## src/rtl/cnt_bcd_convert.sv

```systemverilog
`default_nettype none
// ============================================================================
// Module      : cnt_bcd_convert
// Description : Sequential binary-to-decimal converter (shift-add-3 / double
//               dabble). Converts one BIN_W-bit count per request into packed
//               BCD and ASCII characters for the LCD data line.
//               Optional build macro CNT_BCD_LZB_EN: leading zero digits of
//               the ASCII output are blanked to spaces (units digit always
//               shown); the BCD output is unaffected.
// Revision    : 1.0 - initial release
// ============================================================================
module cnt_bcd_convert #(
  parameter int BIN_W  = 32,
  parameter int DIGITS = 10
) (
  input  logic                  iCLK,
  input  logic                  iRST_N,
  input  logic                  iStart,
  input  logic [BIN_W-1:0]      iBin,
  output logic                  oBusy,
  output logic                  oDone,
  output logic [4*DIGITS-1:0]   oBcd,
  output logic [8*DIGITS-1:0]   oChar_data
);

  // --------------------------------------------------------------------------
  // Constants
  // --------------------------------------------------------------------------
  localparam int c_CNT_W = (BIN_W > 1) ? $clog2(BIN_W) : 1;
  localparam logic [c_CNT_W-1:0] c_LAST_BIT = c_CNT_W'(BIN_W - 1);

  // Decimal digits needed for the largest BIN_W-bit value: ceil(BIN_W*log10(2)).
  localparam int c_MIN_DIGITS = (BIN_W * 30103 + 99999) / 100000;

`ifdef CNT_BCD_LZB_EN
  // Idle pattern with blanking: spaces everywhere except a units '0'.
  localparam logic [8*DIGITS-1:0] c_RST_CHARS = {{(DIGITS-1){8'h20}}, 8'h30};
`else
  localparam logic [8*DIGITS-1:0] c_RST_CHARS = {DIGITS{8'h30}};
`endif

  // Reject configurations where DIGITS cannot hold the full input range.
  generate
    if (c_MIN_DIGITS > DIGITS) begin : g_digits_too_small
      $error("cnt_bcd_convert: DIGITS=%0d too small for BIN_W=%0d (need %0d)",
             DIGITS, BIN_W, c_MIN_DIGITS);
    end
  endgenerate

  // --------------------------------------------------------------------------
  // State and datapath registers
  // --------------------------------------------------------------------------
  typedef enum logic [1:0] {
    S_IDLE   = 2'd0,
    S_SHIFT  = 2'd1,
    S_FINISH = 2'd2
  } state_t;

  state_t                r_state;
  logic [BIN_W-1:0]      r_bin_sr;
  logic [4*DIGITS-1:0]   r_bcd_sr;
  logic [c_CNT_W-1:0]    r_bitcnt;
  logic                  r_busy;
  logic                  r_done;
  logic [4*DIGITS-1:0]   r_bcd;
  logic [8*DIGITS-1:0]   r_chars;

  logic [4*DIGITS-1:0]   w_bcd_adj;
  logic [8*DIGITS-1:0]   w_chars;
  logic                  w_digits_ok;
  logic                  w_seen;
  logic [3:0]            w_digit;

  // --------------------------------------------------------------------------
  // Add-3 correction: any BCD digit >= 5 is pre-adjusted so that the
  // following left shift produces a correct decimal carry.
  // --------------------------------------------------------------------------
  generate
    for (genvar d = 0; d < DIGITS; d++) begin : g_adj
      logic [3:0] w_nib;
      assign w_nib = r_bcd_sr[4*d +: 4];
      assign w_bcd_adj[4*d +: 4] = (w_nib >= 4'd5) ? (w_nib + 4'd3) : w_nib;
    end
  endgenerate

  // Encode the finished BCD digits into ASCII (optionally blanking leading zeros).
  always_comb begin
    w_chars     = '0;
    w_digits_ok = 1'b1;
    w_seen      = 1'b0;
    w_digit     = 4'd0;
    for (int d = DIGITS - 1; d >= 0; d--) begin
      w_digit = r_bcd_sr[4*d +: 4];
      if (w_digit > 4'd9) begin
        w_digits_ok = 1'b0;
      end
      if ((w_digit != 4'd0) || (d == 0)) begin
        w_seen = 1'b1;
      end
`ifdef CNT_BCD_LZB_EN
      w_chars[8*d +: 8] = w_seen ? (8'h30 + {4'h0, w_digit}) : 8'h20;
`else
      w_chars[8*d +: 8] = 8'h30 + {4'h0, w_digit};
`endif
    end
  end

  // Control FSM, shift datapath and registered outputs.
  always_ff @(posedge iCLK or negedge iRST_N) begin
    if (!iRST_N) begin
      r_state  <= S_IDLE;
      r_bin_sr <= '0;
      r_bcd_sr <= '0;
      r_bitcnt <= '0;
      r_busy   <= 1'b0;
      r_done   <= 1'b0;
      r_bcd    <= '0;
      r_chars  <= c_RST_CHARS;
    end else begin
      r_done <= 1'b0;
      case (r_state)
        S_IDLE: begin
          if (iStart) begin
            r_bin_sr <= iBin;
            r_bcd_sr <= '0;
            r_bitcnt <= '0;
            r_busy   <= 1'b1;
            r_state  <= S_SHIFT;
          end
        end
        S_SHIFT: begin
          // One input bit enters the BCD register per edge, MSB first.
          r_bcd_sr <= {w_bcd_adj[4*DIGITS-2:0], r_bin_sr[BIN_W-1]};
          r_bin_sr <= {r_bin_sr[BIN_W-2:0], 1'b0};
          r_bitcnt <= r_bitcnt + 1'b1;
          if (r_bitcnt == c_LAST_BIT) begin
            r_state <= S_FINISH;
          end
        end
        S_FINISH: begin
          // Publish the complete result in one step so no partial value is seen.
          r_bcd   <= r_bcd_sr;
          r_chars <= w_chars;
          r_done  <= 1'b1;
          r_busy  <= 1'b0;
          r_state <= S_IDLE;
        end
        default: begin
          r_busy  <= 1'b0;
          r_state <= S_IDLE;
        end
      endcase
    end
  end

  assign oBusy      = r_busy;
  assign oDone      = r_done;
  assign oBcd       = r_bcd;
  assign oChar_data = r_chars;

  // A shift-add-3 register can never hold a digit above 9.
  a_digit_range: assert property (@(posedge iCLK) disable iff (!iRST_N)
                                  (r_state == S_FINISH) |-> w_digits_ok);

endmodule
`default_nettype wire
```

## config.mk

```make
export PLATFORM = sky130hd
export DESIGN_NAME = cnt_bcd_convert
export DESIGN_NICKNAME = d
export VERILOG_FILES = /design/src/rtl/cnt_bcd_convert.sv
export SDC_FILE = /design/constraint.sdc
export NUM_CORES = 1
export LEC_CHECK = 0
export CAP_MARGIN = 20
export CORE_MARGIN = 8
export CORE_UTILIZATION = 54
export CTS_CLUSTER_SIZE = 40
export DETAILED_ROUTE_END_ITERATION = 8
export HOLD_SLACK_MARGIN = 0.06
export PLACE_DENSITY = 0.93
export SYNTH_ARGS = -nofsm -noshare
export SYNTH_HDL_FRONTEND = slang
export SYNTH_SLANG_ARGS = --single-unit
```

## constraint.sdc

```tcl
create_clock -name iCLK -period 2.3 [get_ports iCLK]
set_clock_uncertainty 0.15 [all_clocks]
set_input_delay 0.69 -clock iCLK [delete_from_list [all_inputs] [get_ports iCLK]]
set_output_delay 0.69 -clock iCLK [all_outputs]
set_load 0.02 [all_outputs]
```

==> results.md <==
- Power density over the cells: 1135 nW/um^2
- Post-synthesis mux area share: 0.1542%
- Post-placement cell count: 865
- Yosys warns: 0
- Num CTS Buffers: 17
- Largest area contributor in the netlist: dfrtp_1
- Crit path arrival time: 1.42 ns
- Final nets: 794
- Routed vias/inst: 5.662
- Vias: 5079
- CTS tree: built
- Distinct cells, synth: 36
- Post-Synth Adder-Cell Area: 4.241%
- Min-delay worst type: in2async
- WP buf/inv: 1
- Synth cell count leaders: dfrtp_1 (121), buf_4 (81), nand2_1 (65)
- Total gr overflow: 0
- Top-area cell type share of the netlist area: 46.66%
- Iteration count of the initial detailed-routing pass: 5
- Final setup vio count: 0
- P_leak: 3.603 nW
- Clock Sinks: 121
- Final hold vios: 0
- Hold WS: 0.08514 ns
- All-Layer GR Usage: 19.23%
- Final cycle utilization of the critical path: 98.43%
- Seq/Total Area, Yosys: 46.66%
- Crit end category: output port
- Initial DRC count: 358
- Die X: 125.6 um
- Ys flop type: dfrtp_1
- Slew Limit Fails: 0
- Routed wire length: 14750 um
- Critical Path RT: 1.46 ns
- Antenna diode count: 0
- Mapped cell area: 6490 um^2
- Reg clk slew, reported paths: 0.05 ns
- Synth top area cells: dfrtp_1 (47%), buf_4 (9.4%), ha_1 (4.2%)
- Status: finished, final reports clean
- Synth Instances: 668
- VDD IR-drop max: 576.4 uV
- Max FO, Critical Path: 3
- Hpwl dp: 10020 um
- Global-route wire length before repair: 25260 um
- H-tree levels: 4
- Total power: 0.009057 W
- Most frequent cell after synthesis: dfrtp_1
- RSZ-0062 raised after global routing: no
- Fraction of the mapped netlist area in compound gates: 24.04%
- Area growth syn-to-layout: 22.96%
- Slew HR: 56.06%
- Worst Path Class, Setup: reg2out
- Antenna Nets Post-Route: 0
- Post-synthesis xor/xnor area fraction: 1.215%
- # rows: 40
- Crit-path slowest cell: clkdlybuf4s50_1
- Post-synth EDFFs: 0
- CP startpoint: oChar_data[49]
- Max Cap Violations: 0
- Die area: 15780 um^2
- CP max stage delay: 0.63 ns
- Avg Inst Size Synth: 9.716 um^2
- Yosys reg bits: 121
- Initial antenna violation count: 0
- Synth Area in Simple Gates: 8.772%
- Drt wl/cell: 16.44 um
- Tmin final: 2.264 ns
- Skew-Pair Late Insertion Delay: 0.42 ns
- Initial Util: 54.72%
- Number of setup buffers added after CTS: 0
- Largest family of logic cells by synthesized area: compound AO/OA/AOI/OAI gates
- Largest net degree at the start of global routing: 59
- Core Region: 11860 um^2
- I/O pin cnt: 157
- Number of global-route vias before repair: 5283
- Asr flop ratio synth: 100.0%
- Final Non-Filler Cells: 897
- Post-layout util: 67.28%
- Clock root buffer: clkbuf_16
- Worst Tran Pin Value: 0.6586 ns
- Port Buffers: 116
- Die height: 125.6 um
- Clock Path Buffers: 2
- DRC: 0
- Critical-path cell list: clkdlybuf4s50_1
- Largest delay share family, worst path: buffers and inverters
- Worst r2r src: r_bcd_sr[12]
- Fmax: 441.7 MHz
- Final GP Congestion: 0.8222
- Layout cells sized above 1: 6.933%
- Startpoint types: flop
final timing paths:
check                                 end  slack, ns  cells after the start
min in group iCLK            r_bcd_sr[35]       0.34                      1
setup / recovery           oChar_data[49]       0.04                      1
hold reg to reg              r_bcd_sr[35]       0.34                      1
max in group asynchronous    r_bin_sr[17]       1.30                      2
setup reg to reg             r_bcd_sr[14]       0.49                      5
hold / removal               r_bin_sr[14]       0.09                      1
cell type report:
cell class              instances  area (um^2)
inverters                      43        161.4
flip-flops and latches        121         3028
clock buffers                  21        460.4
clock inverters                11        122.6
well taps                     147        183.9
repair buffers                131         1368
multi-input cells             423         2656
fillers                       896         3881
repair_timing:
item,in CTS,in global routing
cloned,0,0
gates resized for setup,3,10
endpoints found under the setup margin,3,12
pin swaps,0,0
hold buffers,0,0
state kept, by name, indices dropped and copies added, names as in the netlist:
signal	cells
oBusy	1
oChar_data	40
oDone	1
r_bcd_sr	40
r_bin_sr	32
r_bitcnt	5
r_state	2
worst register-to-register path, cell delays in order (launching register included):
cell,delay [ns]
dfrtp_1,0.39
inv_1,0.10
ha_1,0.24
nor2b_1,0.16
o21a_1,0.20
o311ai_0,0.42
layout by cell type (no fill, tap or decap), types with 3 or more instances in the layout:
cell type	count
o311ai_0	9
clkdlybuf4s50_1	102
dfrtp_1	121
o2111ai_1	20
clkinvlp_4	4
a21oi_1	34
conb_1	40
o21ai_0	55
buf_12	6
inv_1	43
o221ai_1	10
nand2_1	65
buf_4	10
dlymetal6s2s_1	10
dlygate4sd2_1	3
o21ai_1	30
nor2b_1	42
o32ai_1	9
a22oi_1	31
clkbuf_16	17
clkinv_2	3
o21a_1	10
ha_1	22
a32o_1	10
o31ai_1	10
xnor2_1	9
through the flow:
step / TNS, ns / cell area (um^2) / setup slack [ns]
after global placement: 0 / 7376 / 0.02796
final: 0 / 7980 / 0.03601
after global routing: 0 / 7980 / 0.0006170
after detailed placement: -0.03037 / 7376 / -0.01373
after CTS: 0 / 7955 / 0.005579
after floorplan: 0 / 6633 / 0.7611
metal layers:
| layer | vias up | track usage, % | share of wire [%] |
|---|---|---|---|
| li1 | 2384 | - | - |
| met1 | 2474 | 22.40 | 41 |
| met2 | 196 | 32.17 | 50 |
| met3 | 25 | 6.624 | 7.9 |
| met4 | 0 | 7.163 | 1.7 |
| met5 | - | 0 | 0 |
cell families after synthesis:
kind of cell | count (synthesis)
AND/OR/NAND/NOR | 117
multiplexers | 1
flip-flops | 121
adder cells (fa/ha/maj) | 22
buffers and inverters | 162
XOR/XNOR | 9
AO/OA/AOI/OAI | 234
other | 2
power by group:
part	switching, W	internal [W]
registers	0.000509	0.00273
clock network	0.000945	0.00164
logic	0.00185	0.00138
total	0.00330	0.00576
No activity file was read; power rests on OpenSTA's default activity.
